`config.mk`:
```
export PLATFORM = sky130hd
export DESIGN_NAME = spi_eep_responder
export DESIGN_NICKNAME = d
export VERILOG_FILES = /design/src/rtl/spi_eep_responder.sv
export SDC_FILE = /design/constraint.sdc
export NUM_CORES = 1
export LEC_CHECK = 0
export CAP_MARGIN = 20
export CORE_MARGIN = 1.5
export CORE_UTILIZATION = 30
export DETAILED_ROUTE_END_ITERATION = 8
export GPL_ROUTABILITY_DRIVEN = 0
export PLACE_DENSITY = 0.55
export SLEW_MARGIN = 20
export SYNTH_ARGS = -nofsm -noshare
export SYNTH_HDL_FRONTEND = slang
export SYNTH_SLANG_ARGS = --single-unit
export TNS_END_PERCENT = 20
```
`constraint.sdc`:
```
create_clock -name clk -period 2.7 [get_ports clk]
set_input_delay 0.405 -clock clk [delete_from_list [all_inputs] [get_ports clk]]
set_output_delay 0.405 -clock clk [all_outputs]
set_load 0.01 [all_outputs]
```
`src/rtl/spi_eep_responder.sv`:
```
// spi_eep_responder
// ------------------
// SPI slave that models the calibration EEPROM on the DSO's SPI bus. It
// decodes 16-bit command frames ([15:14] opcode, [13:8] address,
// [7:0] data). Reads are two-frame: the read command loads rd_buf, and the
// next frame shifts {8'h00, rd_buf} out on MISO, MSB first.
//
// Ports
//   clk        system clock (the SPI master runs SCLK at clk/16)
//   rst        synchronous active-high reset
//   SS_n       active-low slave select (asynchronous to clk)
//   SCLK       SPI clock, idle high (asynchronous to clk)
//   MOSI       master-to-slave data, MSB first (asynchronous to clk)
//   MISO       slave-to-master data, MSB first, 0 while SS_n is high
//   frame_done one-cycle pulse for a valid decoded 16-bit frame
//   frame_err  one-cycle pulse for a malformed frame or an invalid opcode
//   last_cmd   last fully received frame, valid or not
module spi_eep_responder #(
    parameter int          ADDR_W     = 6,
    parameter logic [7:0]  RESET_DATA = 8'h00
) (
    input  logic        clk,
    input  logic        rst,
    input  logic        SS_n,
    input  logic        SCLK,
    input  logic        MOSI,
    output logic        MISO,
    output logic        frame_done,
    output logic        frame_err,
    output logic [15:0] last_cmd
);

    localparam int DEPTH = 1 << ADDR_W;

    // Pin bundle: bit 2 = SS_n, bit 1 = SCLK, bit 0 = MOSI.
    // Synchronizers reset to the idle bus levels so that no edge is seen
    // when reset releases on an idle bus.
    localparam logic [2:0] PIN_IDLE = 3'b110;
    localparam int         P_SS     = 2;
    localparam int         P_SCLK   = 1;
    localparam int         P_MOSI   = 0;

    logic [2:0] pin_w;
    logic [2:0] meta_reg;
    logic [2:0] sync_reg;
    logic [2:0] dly_reg;
    logic [2:0] rise_w;
    logic [2:0] fall_w;

    assign pin_w = {SS_n, SCLK, MOSI};

    always_ff @(posedge clk) begin
        if (rst) begin
            meta_reg <= PIN_IDLE;
            sync_reg <= PIN_IDLE;
            dly_reg  <= PIN_IDLE;
        end else begin
            meta_reg <= pin_w;
            sync_reg <= meta_reg;
            dly_reg  <= sync_reg;
        end
    end

    genvar gi;
    generate
        for (gi = 0; gi < 3; gi = gi + 1) begin : g_edge
            assign rise_w[gi] = sync_reg[gi] & ~dly_reg[gi];
            assign fall_w[gi] = ~sync_reg[gi] & dly_reg[gi];
        end
    endgenerate

    // Edge strobes and levels are registered once more so that every
    // action (state and outputs alike) lands three clocks after the pin
    // change is first sampled, with all of them aligned to each other.
    logic ss_fall_reg;
    logic ss_rise_reg;
    logic sclk_rise_reg;
    logic sclk_fall_reg;
    logic ss_low_reg;
    logic mosi_reg;

    always_ff @(posedge clk) begin
        if (rst) begin
            ss_fall_reg   <= 1'b0;
            ss_rise_reg   <= 1'b0;
            sclk_rise_reg <= 1'b0;
            sclk_fall_reg <= 1'b0;
            ss_low_reg    <= 1'b0;
            mosi_reg      <= 1'b0;
        end else begin
            ss_fall_reg   <= fall_w[P_SS];
            ss_rise_reg   <= rise_w[P_SS];
            sclk_rise_reg <= rise_w[P_SCLK];
            sclk_fall_reg <= fall_w[P_SCLK];
            ss_low_reg    <= ~sync_reg[P_SS];
            mosi_reg      <= sync_reg[P_MOSI];
        end
    end

    // Frame state
    logic [4:0]        bit_cnt_reg;
    logic [15:0]       rx_shift_reg;
    logic [15:0]       tx_shift_reg;
    logic [7:0]        rd_buf_reg;
    logic [7:0]        mem_reg [0:DEPTH-1];
    logic              miso_reg;
    logic              frame_done_reg;
    logic              frame_err_reg;
    logic [15:0]       last_cmd_reg;

    logic [1:0]        opcode_w;
    logic [ADDR_W-1:0] addr_w;
    logic [7:0]        data_w;

    // Address bits above ADDR_W are simply not looked at.
    assign opcode_w = rx_shift_reg[15:14];
    assign addr_w   = rx_shift_reg[8 +: ADDR_W];
    assign data_w   = rx_shift_reg[7:0];

    always_ff @(posedge clk) begin
        if (rst) begin
            bit_cnt_reg    <= 5'd0;
            rx_shift_reg   <= 16'h0000;
            tx_shift_reg   <= 16'h0000;
            rd_buf_reg     <= RESET_DATA;
            miso_reg       <= 1'b0;
            frame_done_reg <= 1'b0;
            frame_err_reg  <= 1'b0;
            last_cmd_reg   <= 16'h0000;
            for (int i = 0; i < DEPTH; i++) begin
                mem_reg[i] <= RESET_DATA;
            end
        end else begin
            frame_done_reg <= 1'b0;
            frame_err_reg  <= 1'b0;

            // SS_n edges take priority over any SCLK edge in the same cycle.
            if (ss_fall_reg) begin
                bit_cnt_reg  <= 5'd0;
                tx_shift_reg <= {8'h00, rd_buf_reg};
                // MISO mirrors the new tx_shift[15], which is always 0.
                miso_reg     <= 1'b0;
            end else if (ss_rise_reg) begin
                last_cmd_reg <= rx_shift_reg;
                miso_reg     <= 1'b0;
                if (bit_cnt_reg == 5'd16) begin
                    case (opcode_w)
                        2'b00: begin
                            rd_buf_reg     <= mem_reg[addr_w];
                            frame_done_reg <= 1'b1;
                        end
                        2'b01: begin
                            mem_reg[addr_w] <= data_w;
                            frame_done_reg  <= 1'b1;
                        end
                        default: begin
                            frame_err_reg <= 1'b1;
                        end
                    endcase
                end else begin
                    // Short frame or overrun: discard.
                    frame_err_reg <= 1'b1;
                end
            end else if (ss_low_reg) begin
                if (sclk_rise_reg) begin
                    rx_shift_reg <= {rx_shift_reg[14:0], mosi_reg};
                    if (bit_cnt_reg != 5'd17) begin
                        bit_cnt_reg <= bit_cnt_reg + 5'd1;
                    end
                end else if (sclk_fall_reg && (bit_cnt_reg != 5'd0)) begin
                    // The fall ahead of the first rise must not shift, or
                    // bit 15 would be lost before the master samples it.
                    tx_shift_reg <= {tx_shift_reg[14:0], 1'b0};
                    miso_reg     <= tx_shift_reg[14];
                end
            end
        end
    end

    assign MISO       = miso_reg;
    assign frame_done = frame_done_reg;
    assign frame_err  = frame_err_reg;
    assign last_cmd   = last_cmd_reg;

endmodule

```
==> impl_metrics.json <==
{
  "outcome": "completed",
  "grt_pass1_wl_um": 118200,
  "period_minus_slack_ns": 2.607,
  "drc": 0,
  "crit_type": "register to register",
  "crit_path_start_kind": "register",
  "leakagePower_uw": 0.01121,
  "peakVddDrop_uv": 537.5,
  "synth_area_um2": 26690,
  "wl_um": 81430,
  "grt_util_met3_pct": 3.645,
  "initial_core_util_pct": 30.25,
  "clkPwrFrac_pct": 45.7,
  "n_fill_cell": 8439,
  "fp.dieArea_um2": 90760,
  "crit_buf_inv": 3,
  "numPortBuffers": 23,
  "internal_power_uw": 15470,
  "max_stage_delay_ns": 0.52,
  "synth_top_area_share_pct": 57.61,
  "tritoncts": "yes",
  "drt_iter0_markers": 1790,
  "track_usage_pct": 17.83,
  "num-nets-final": 2227,
  "finalMaxSlewViolations": 0,
  "grtUsageMet2_pct": 28.63,
  "grt_setup_unrepaired": "no",
  "antenna_found_initial": 0,
  "syn-instance-count": 2087,
  "clk_path_buf_depth": 3,
  "globalRouteMet1Util_pct": 23.76,
  "grt_max_degree": 127,
  "finalSetupViolations": 0,
  "clock-sinks": 589,
  "grt_pass1_vias": 17370,
  "ctsHoldBuffers": 0,
  "drv_cap": 0,
  "crit_chain": "buf_12 -> buf_12 -> buf_12 -> mux2i_1 -> a221oi_1 -> nand2_1 -> nand2_1 -> nor4_2 -> a311oi_1",
  "worstPathRequired_ns": 3.17,
  "synthFlopType": "edfxtp_1",
  "syn-num-nets": 2095,
  "synth_seq_area_share_pct": 63.38,
  "crit_top_cell": "buf_12",
  "final_area_um2": 31620,
  "largest_reg_flops": 512,
  "ys_warn_count": 0,
  "cp-end-kind": "register",
  "clk_latency_ns": 0.62,
  "rows": 109,
  "syn_avg_cell_area_um2": 12.79,
  "grt-ovfl-total": 0,
  "crit_slowest_cell": "dfxtp_4",
  "htree_levels": 3,
  "p_comb_share_pct": 2.1,
  "crit_family": "simple AND/OR/NAND/NOR gates",
  "die_width_um": 301.3,
  "wl_per_cell_um": 23.70,
  "ys_ff_latch": 589,
  "p_sw_uw": 4096,
  "core_um2": 88240,
  "num_io_pins": 24,
  "hold_violations": 0,
  "finalSetupTns_ns": 0,
  "die_h_um": 301.3,
  "finClkSkew_ns": 0.03184,
  "top_usage_layer": "met2",
  "critPathArrivalTime_ns": 3.08,
  "tightest_slew_ns": 0.8334,
  "p_seq_share_pct": 52.3,
  "clkSlewWorstSetupHoldPaths_ns": 0.06,
  "synth_area_leaders": "edfxtp_1 (58%), and2_1 (11%), dfxtp_1 (5.8%)",
  "area_growth_pct": 18.47,
  "crit_fanout": 23,
  "fmax_mhz": 383.5,
  "synth_edf_count": 512,
  "hold-worst-slack_ns": 0.3761,
  "swShare_pct": 20.93,
  "num_vias": 17440,
  "ant_nets": 0,
  "pwr_density_cell_nw_per_um2": 618.9,
  "relSlewSlack_pct": 44.44,
  "async_flop_share_pct": 0,
  "hold_path.class": "primary input to register",
  "ys_types": 57,
  "cts-root-buf": "clkbuf_16",
  "synth_top_cell_by_area": "edfxtp_1",
  "drt_first_pass_iters": 5,
  "drive_gt1_share_pct": 21.41,
  "detail_route.vias_per_cell": 5.075,
  "dp_hpwl_um": 53920,
  "fin_crit_sh_pct": 96.57,
  "cts_buffers": 67,
  "placed_cell_area_um2": 29450
}
## metal layers
layer / wire length (um) / vias up / part of all wire [%]
li1: - / 7774 / -
met2: 37640 / 709 / 46
met1: 34650 / 8802 / 43
met5: 0 / - / 0
met3: 6210 / 153 / 7.6
met4: 2930 / 0 / 3.6
## placed cells by master (no fill, tap or decap), types with 5 or more instances in the layout
| master | Yosys | final |
|---|---|---|
| mux2i_1 | 126 | 126 |
| inv_1 | 6 | 6 |
| clkbuf_16 | 0 | 67 |
| dfxtp_2 | 0 | 8 |
| nor3_1 | 8 | 7 |
| o22a_1 | 7 | 7 |
| nor2b_1 | 12 | 10 |
| a31oi_1 | 16 | 16 |
| o22ai_1 | 19 | 19 |
| a22o_1 | 10 | 10 |
| and2_1 | 480 | 480 |
| dfxtp_1 | 77 | 66 |
| clkdlybuf4s50_1 | 0 | 22 |
| a221oi_1 | 25 | 25 |
| nand2_1 | 103 | 103 |
| mux4_2 | 29 | 29 |
| or2_2 | 72 | 70 |
| nor2_1 | 118 | 116 |
| and2_2 | 36 | 36 |
| a221o_1 | 5 | 5 |
| nand3b_1 | 6 | 6 |
| mux2_2 | 34 | 34 |
| bufinv_16 | 0 | 6 |
| clkinv_1 | 2 | 16 |
| buf_4 | 0 | 180 |
| nand3_1 | 25 | 25 |
| a22oi_1 | 51 | 51 |
| a21oi_1 | 68 | 68 |
| o21ai_0 | 21 | 21 |
| clkinv_2 | 0 | 10 |
| buf_12 | 0 | 16 |
| edfxtp_1 | 512 | 512 |
| clkbuf_1 | 125 | 10 |
## power by group through the flow
stage	clock network, uW	registers (uW)	logic (uW)
2_1_floorplan	0	10400	273
3_3_place_gp	0	10400	395
3_5_place_dp	0	10400	404
4_1_cts	9070	10200	405
5_1_grt	9390	10200	436
6_report	8930	10200	405
## Yosys cell counts, types with 25 or more instances
| library cell | n |
|---|---|
| mux2i_1 | 126 |
| and2_1 | 480 |
| a21oi_1 | 68 |
| nand3_1 | 25 |
| or2_2 | 72 |
| edfxtp_1 | 512 |
| nor2_1 | 118 |
| nand2_1 | 103 |
| clkbuf_1 | 125 |
| a221oi_1 | 25 |
| and2_2 | 36 |
| mux2_2 | 34 |
| mux4_2 | 29 |
| a22oi_1 | 51 |
| dfxtp_1 | 77 |
## metrics by stage
step	power [uW]	worst slack (ns)	utilization, %	instances
2_1_floorplan	10630	0.1181	-	2087
3_3_place_gp	10810	-0.01143	33.38	3314
3_5_place_dp	10820	-0.03719	33.38	3314
4_1_cts	19710	0.05774	35.80	3434
5_1_grt	20070	0.04732	35.83	3435
6_report	19570	0.09264	35.83	3436
## final cells by class
cell class | count | area [um^2] | share of cell area, %
inverter | 9 | 33.78 | 0.1068
tap | 1165 | 1458 | 4.610
clock inverter | 39 | 371.6 | 1.175
timing repair buffer | 218 | 1892 | 5.983
antenna | 1 | 2.502 | 0.007915
sequential | 589 | 16940 | 53.57
multi-input combinational | 1334 | 9169 | 29.00
clock buffer | 81 | 1754 | 5.548
## path summary, 6_finish.rpt
kind                                  startpoint       endpoint  slack, ns  cells past startpoint
worst max-delay path            rx_shift_reg[10]  rd_buf_reg[6]       0.09                      9
worst min-delay path                        SS_n    meta_reg[2]       0.38                      2
worst max register to register  rx_shift_reg[10]  rd_buf_reg[6]       0.09                      9
worst min register to register       meta_reg[1]    sync_reg[1]       0.41                      1
## cells by family (layout without fill, tap and decap cells)
kind of cell               after synthesis  in the layout  share of synthesized area (%)
AOI/OAI and AO/OA                      257            257                          6.610
xor gates and xnor gates                 4              4                         0.1313
adders and majority gates                3              3                         0.1407
buffers and inverters                  164            347                          2.414
DFF                                    589            589                          63.38
muxes                                  189            189                          8.607
other                                    0              1                              0
and+or+nand+nor                        881            881                          18.71
## repair_timing
action                                 CTS  global route
setup buffers                            0             1
endpoints found under the hold margin    0             0
setup endpoints to repair                1            56
resized for setup                        1             5
(Power assumes the default switching activity.)
